--- config.mk ---
export PLATFORM = sky130hd
export DESIGN_NAME = cla_nibble_serial_adder
export DESIGN_NICKNAME = d
export VERILOG_FILES = /design/src/rtl/cla_nibble_serial_adder.sv
export SDC_FILE = /design/constraint.sdc
export NUM_CORES = 1
export LEC_CHECK = 0
export BUFFER_PORTS_ARGS = -buffer_cell sky130_fd_sc_hd__clkbuf_2
export CORE_MARGIN = 2
export CORE_UTILIZATION = 42
export CTS_BUF_LIST = sky130_fd_sc_hd__clkbuf_16
export DETAILED_ROUTE_END_ITERATION = 16
export PLACE_DENSITY = 0.66
export SYNTH_ARGS = -nofsm -noshare
export SYNTH_HDL_FRONTEND = slang
export SYNTH_SLANG_ARGS = --single-unit
export TNS_END_PERCENT = 1
--- constraint.sdc ---
create_clock -name clk -period 3.7 [get_ports clk]
set_input_delay 0.37 -clock clk [delete_from_list [all_inputs] [get_ports clk]]
set_output_delay 0.37 -clock clk [all_outputs]
set_load 0.1 [all_outputs]
--- src/rtl/cla_nibble_serial_adder.sv ---
// -----------------------------------------------------------------------------
// cla_nibble_serial_adder
//
// Adds two W-bit operands (W = 4*NIBBLES) one nibble per clock. The block
// does not add anything itself. It feeds an external combinational 4-bit
// carry-lookahead adder one nibble per cycle, and collects that adder's sum
// and carry-out back into a W-bit result. The carry is held in a register
// between nibbles.
//
// Operation:
//   IDLE : in_ready=1. A valid operand set is latched, and the carry register
//          is loaded with in_cin.
//   RUN  : NIBBLES cycles, LSB nibble first. Each cycle one nibble pair plus
//          the running carry goes to the external adder, and its result is
//          stored.
//   DONE : out_valid=1 until out_ready is seen. Then the block returns to
//          IDLE.
//
// Ports:
//   clk        rising-edge clock
//   rst_n      asynchronous active-low reset
//   in_valid   operand set valid
//   in_ready   block can accept an operand set (IDLE, one edge after reset)
//   in_a/in_b  W-bit operands
//   in_cin     carry into nibble 0
//   add_a      nibble of a presented to the external CLA (0 outside RUN)
//   add_b      nibble of b presented to the external CLA (0 outside RUN)
//   add_cin    carry presented to the external CLA (0 outside RUN)
//   add_sum    4-bit sum returned by the external CLA (same cycle)
//   add_cout   carry out returned by the external CLA (same cycle)
//   out_valid  result valid (DONE)
//   out_ready  downstream accepts the result
//   out_sum    assembled W-bit sum
//   out_cout   carry out of the MSB nibble
//   out_ovf    two's-complement overflow of the signed sum
// -----------------------------------------------------------------------------
module cla_nibble_serial_adder #(
  parameter int NIBBLES = 4
) (
  input  logic                   clk,
  input  logic                   rst_n,
  input  logic                   in_valid,
  output logic                   in_ready,
  input  logic [4*NIBBLES-1:0]   in_a,
  input  logic [4*NIBBLES-1:0]   in_b,
  input  logic                   in_cin,
  output logic [3:0]             add_a,
  output logic [3:0]             add_b,
  output logic                   add_cin,
  input  logic [3:0]             add_sum,
  input  logic                   add_cout,
  output logic                   out_valid,
  input  logic                   out_ready,
  output logic [4*NIBBLES-1:0]   out_sum,
  output logic                   out_cout,
  output logic                   out_ovf
);

  localparam int W  = 4 * NIBBLES;
  localparam int IW = $clog2(NIBBLES);

  localparam logic [1:0] IDLE = 2'd0;
  localparam logic [1:0] RUN  = 2'd1;
  localparam logic [1:0] DONE = 2'd2;

  localparam logic [IW-1:0] LAST = IW'(NIBBLES - 1);

  logic [1:0]    state;
  logic [IW-1:0] idx;
  logic          carry;
  logic [W-1:0]  a_reg;
  logic [W-1:0]  b_reg;
  logic [W-1:0]  result;
  // Cleared by reset and set on the first clock edge after it. It keeps
  // in_ready low until the block has seen a clean edge out of reset.
  logic          armed;
  logic          accept;
  logic          running;

  // Selects nibble i of a W-bit word. {i,2'b00} equals 4*i without a
  // multiplier.
  function automatic logic [3:0] nib_sel(input logic [W-1:0] v,
                                         input logic [IW-1:0] i);
    return v[{i, 2'b00} +: 4];
  endfunction

  // Signed overflow: both operands have the same sign and the result sign
  // differs. Any carry-in is already folded into the result.
  function automatic logic ovf_flag(input logic a_msb,
                                    input logic b_msb,
                                    input logic s_msb);
    return (a_msb == b_msb) && (s_msb != a_msb);
  endfunction

  assign in_ready = (state == IDLE) && armed;
  assign accept   = in_valid && in_ready;
  assign running  = (state == RUN);

  // ---- Stage boundary: latch operands (IDLE), iterate nibbles (RUN), hold (DONE)
  always_ff @(posedge clk or negedge rst_n) begin
    if (!rst_n) begin
      state  <= IDLE;
      idx    <= '0;
      carry  <= 1'b0;
      a_reg  <= '0;
      b_reg  <= '0;
      result <= '0;
      armed  <= 1'b0;
    end else begin
      armed <= 1'b1;
      case (state)
        IDLE: begin
          if (accept) begin
            a_reg <= in_a;
            b_reg <= in_b;
            carry <= in_cin;
            idx   <= '0;
            state <= RUN;
          end
        end
        RUN: begin
          result[{idx, 2'b00} +: 4] <= add_sum;
          carry                     <= add_cout;
          // idx stops at the last nibble, so it never wraps during an
          // operation.
          if (idx == LAST) begin
            state <= DONE;
          end else begin
            idx <= idx + 1'b1;
          end
        end
        DONE: begin
          if (out_ready) begin
            state <= IDLE;
          end
        end
        default: state <= IDLE;
      endcase
    end
  end

  // ---- Stage boundary: drive the external CLA and the result port
  assign add_a   = running ? nib_sel(a_reg, idx) : 4'h0;
  assign add_b   = running ? nib_sel(b_reg, idx) : 4'h0;
  assign add_cin = running ? carry : 1'b0;

  // The output flags follow the registers directly. They are meaningful
  // only while out_valid is high, and they read 0 while reset is active
  // because every source register is cleared.
  assign out_valid = (state == DONE);
  assign out_sum   = result;
  assign out_cout  = carry;
  assign out_ovf   = ovf_flag(a_reg[W-1], b_reg[W-1], result[W-1]);

endmodule

# Yosys cells after proc, flatten, opt, wreduce, memory -nomap -nowiden
# Cells that the tools add are included.
# totals
register_bits	54
latchBits	0
mem_bits_rw	0
rom_bits	0
output_inout_bits	29
elab_cells	44
mem_count	0
# classes
add_sub_neg	2
multipliers	0
div_mod_pow	0
order_cmp	0
eq_ne	9
n_shift	4
muxes	13
bitwise_logic	0
reduce_logical	9
# op_table
op	n
16-bit by 5-bit variable part select with 4-bit output	2
16-bit bitwise mux	1
4-bit by 6-bit variable shift with 16-bit output, first input constant	1
4-bit by 6-bit variable part select with 16-bit output	1
2-bit 2-to-1 mux	5
4-bit 2-to-1 mux	2
4-bit negation with 6-bit output	1
2-bit case mux with 3 select lines	1
3-bit AND reduction	2
2-bit equality test, second input constant	2
2-bit by 1-bit != test with 1-bit output, second input constant	2
2-bit != test, second input constant	2
2-bit case mux with 2 select lines	1
2-bit AND reduction	2
1-bit logical AND	3
2-bit by 1-bit adder with 2-bit output, second input constant	1
2-bit by 1-bit equality test with 1-bit output, second input constant	1
2-bit zero test	1
1-bit 2-to-1 mux	2
1-bit case mux with 2 select lines	1
2-bit nonzero test	1
1-bit equality test	1
1-bit != test	1

# Longest topological paths before layout
# logic_depth
word_depth	5
mapped_depth	6

# Least setup slack after synthesis
# Ideal clock, no wire load.
# synth_path
kind	register to output
from	register result[15] (netlist: out_sum[15])
to	output out_ovf
t_arrival_ns	3.021
setup_slack_ns	0.309
stages_incl_launch_ff	2
n_path_buf	0
path_cell_list	dfrtp_1 > o21ai_0
# synth_between
elab_chain_cells	2
# synth_lines
item	line_no	rtl
from (decl)	73	logic [W-1:0] result;
from (signal, indexed assignment)	122	result[{idx, 2'b00} +: 4] <= add_sum;
1-bit != test	92	return (a_msb == b_msb) && (s_msb != a_msb);
1-bit logical AND	92	
to (decl)	56	output logic out_ovf
# No other way between the ends.

# Worst setup path after layout
# layout_path
from	register idx[0]
to	output add_a[3]
# layout_between
elab_chain_cells	2
# layout_lines
item	line_no	rtl
from (decl)	69	logic [IW-1:0] idx;
from (signal assigned)	129	idx <= idx + 1'b1;
16-bit by 5-bit variable part select with 4-bit output	84	return v[{i, 2'b00} +: 4];
4-bit 2-to-1 mux	143	assign add_a = running ? nib_sel(a_reg, idx) : 4'h0;
to (decl)	47	output logic [3:0] add_a,
# No other way between the ends.

==> results.py <==
metrics = {
    "clocking": {
        "cts.sinks": 54,
        "cts.path.max_buffers": 2,
        "cts_root_buffer": "clkbuf_16",
        "cts_htree_levels": 2,
        "post_cts_buffers": 0,
        "cts_hold_buf": 0,
        "cts_tree": "yes",
        "cts_resized": 0,
        "cts.clk_slew.worst_paths_ns": 0.07,
        "insertion_delay_ns": 0.28,
        "cts_buffers": 5,
    },
    "grt": {
        "grt_usage_pct": 15.3,
        "first_global_vias": 1628,
        "grt_max_degree": 34,
        "grt_pass1_wl_um": 7710,
        "antenna_found_initial": 0,
        "grt_overflow": 0,
    },
    "setup_path": {
        "rr_worst_depth": 5,
        "start_kind": "flop",
        "required_ns": 3.33,
        "cp_data_arrival_time_ns": 2.27,
        "endpoint_kind": "primary output",
        "critical_path_class": "flop to primary output",
        "cp_max_fo": 16,
    },
    "synth": {
        "syn_area_um2": 2480,
        "ys_top_cells_by_area": "dfrtp_1, mux2_2, a22o_1, mux4_1, ha_1",
        "yosys.area.top_type": "dfrtp_1",
        "synth_edf_count": 0,
        "synth_top_cell_area_share_pct": 54.4,
        "synthArstFlopShare_pct": 100,
        "yosys-mux-area-fraction_pct": 22.9,
        "yosysSeqAreaShare_pct": 54.4,
        "yosys_most_used_dff": "dfrtp_1",
        "yosys.area_share.simple_pct": 9.07,
        "yosysWarnings": 0,
        "synth-seq-cells": 54,
        "synth_top_family_by_area": "multiplexers",
        "synth_cell_types": 31,
        "synth_compound_area_share_pct": 7.46,
        "syn_nets": 215,
        "synth_cells": 167,
        "synthAdderAreaFrac_pct": 3.02,
        "synth_xor_area_share_pct": 0,
        "syn-mean-instance-area_um2": 14.9,
    },
    "sta": {
        "relSlewSlack_pct": 51.3,
        "worst_slew_pin_slew_ns": 0.730,
        "setup-tns-final_ns": 0,
        "final_max_slew_viol_count": 0,
        "fmax_mhz": 378,
        "final_hold_viol_count": 0,
        "rsz0062_at_grt": "no",
        "period_minus_slack_ns": 2.64,
        "finalCritPeriodShare_pct": 71.5,
        "setup_violations": 0,
        "fin_skew_ns": 0.00374,
    },
    "cells_and_area": {
        "final_common_cell": "clkbuf_2",
        "layout_common_cells": "clkbuf_2, dfrtp_1, mux2_2",
        "syn_to_final_growth_pct": 22.6,
        "num_antenna_cells": 0,
        "drive_above_1_share_pct": 49.4,
        "final_net_count": 288,
    },
    "floorplan": {
        "ios": 71,
        "die_w_um": 80.9,
        "core_area_um2": 5820,
        "die_area_um2": 6540,
        "start_util_pct": 42.7,
        "die_h_um": 80.9,
        "rows": 28,
    },
    "min_path": {
        "hold_path_class": "input pin to asynchronous set/reset pin",
    },
    "routing": {
        "detail_route.wl_per_cell_um": 15.6,
        "vias_per_cell": 5.28,
        "route.antenna.remaining_nets": 0,
        "drc": 0,
        "wl_um": 4930,
        "drt_iter0_markers": 55,
        "firstDrtPassIters": 4,
        "vias": 1670,
    },
    "place": {
        "portBuffers": 70,
        "gp_congestion": 0.790,
        "dp_hpwl_um": 3560,
    },
    "status": {
        "outcome": "finished clean",
    },
    "run": {
        "maxCapViolCount": 0,
    },
}
worst paths after layout:
path / to / start / slack [ns]
setup / recovery: add_a[3] / idx[0] / 1.06
hold / removal: out_sum[13] / rst_n / 0.09
setup reg to reg: out_sum[4] / idx[0] / 1.26
hold reg to reg: a_reg[3] / a_reg[3] / 0.50
max in group asynchronous: b_reg[12] / rst_n / 2.78
min in group clk: out_cout / add_cout / 0.31
critical path, stage by stage, from the launching register on:
cell and delay, ns:
dfrtp_1 0.82, mux4_1 0.62, and2_1 0.18, clkbuf_2 0.37
kinds of logic (layout without fill, tap and decap cells):
logic type / count (synthesis) / after routing
multiplexers: 41 / 41
other: 1 / 1
AND/OR/NAND/NOR: 31 / 31
AO/OA/AOI/OAI: 23 / 23
adder cells (fa/ha/maj): 6 / 6
flip-flops: 54 / 54
buffers and inverters: 11 / 85
synthesized netlist by cell type, types with 2 or more instances:
cell and count:
nand2b_1 2, mux4_1 5, mux2_2 32, nor4b_2 2
a22o_1 17, buf_6 4, mux4_2 3, o21ai_0 2
inv_1 4, ha_1 6, and2_1 9, nor2_1 2
dfrtp_1 54, nand2_1 5, clkbuf_1 2, nand3b_1 3
per-stage QoR:
step                hold WS (ns)  cell area [um^2]  utilization (%)  setup WS (ns)  cells
floorplan                 0.0744              2480                -          0.309    167
global placement           0.411              2910             50.0           1.34    308
detailed placement         0.420              2910             50.0           1.25    308
CTS                        0.115              3040             52.3           1.01    316
global route               0.138              3040             52.3          0.936    316
finish                    0.0928              3040             52.3           1.06    316
layer usage:
layer  vias up  GRT usage, %  wire, um  part of all wire, %
met3         4          4.33       323                  6.6
met5         -             0         0                    0
met1       849          20.2      2280                   46
li1        764             -         -                    -
met2        53          25.0      2290                   46
met4         0          3.90        34                 0.69
final cells by class:
| class | instances | area [um^2] |
|---|---|---|
| clock buffer | 5 | 125 |
| timing repair buffer | 73 | 373 |
| sequential | 54 | 1350 |
| clock inverter | 3 | 12.5 |
| tap | 75 | 93.8 |
| fill | 544 | 2770 |
| multi-input combinational | 102 | 1070 |
| inverter | 4 | 15.0 |
Power is left out: the tool's default activity adds up to more than one toggle a clock period on the data nets, which glitch-free logic cannot reach.
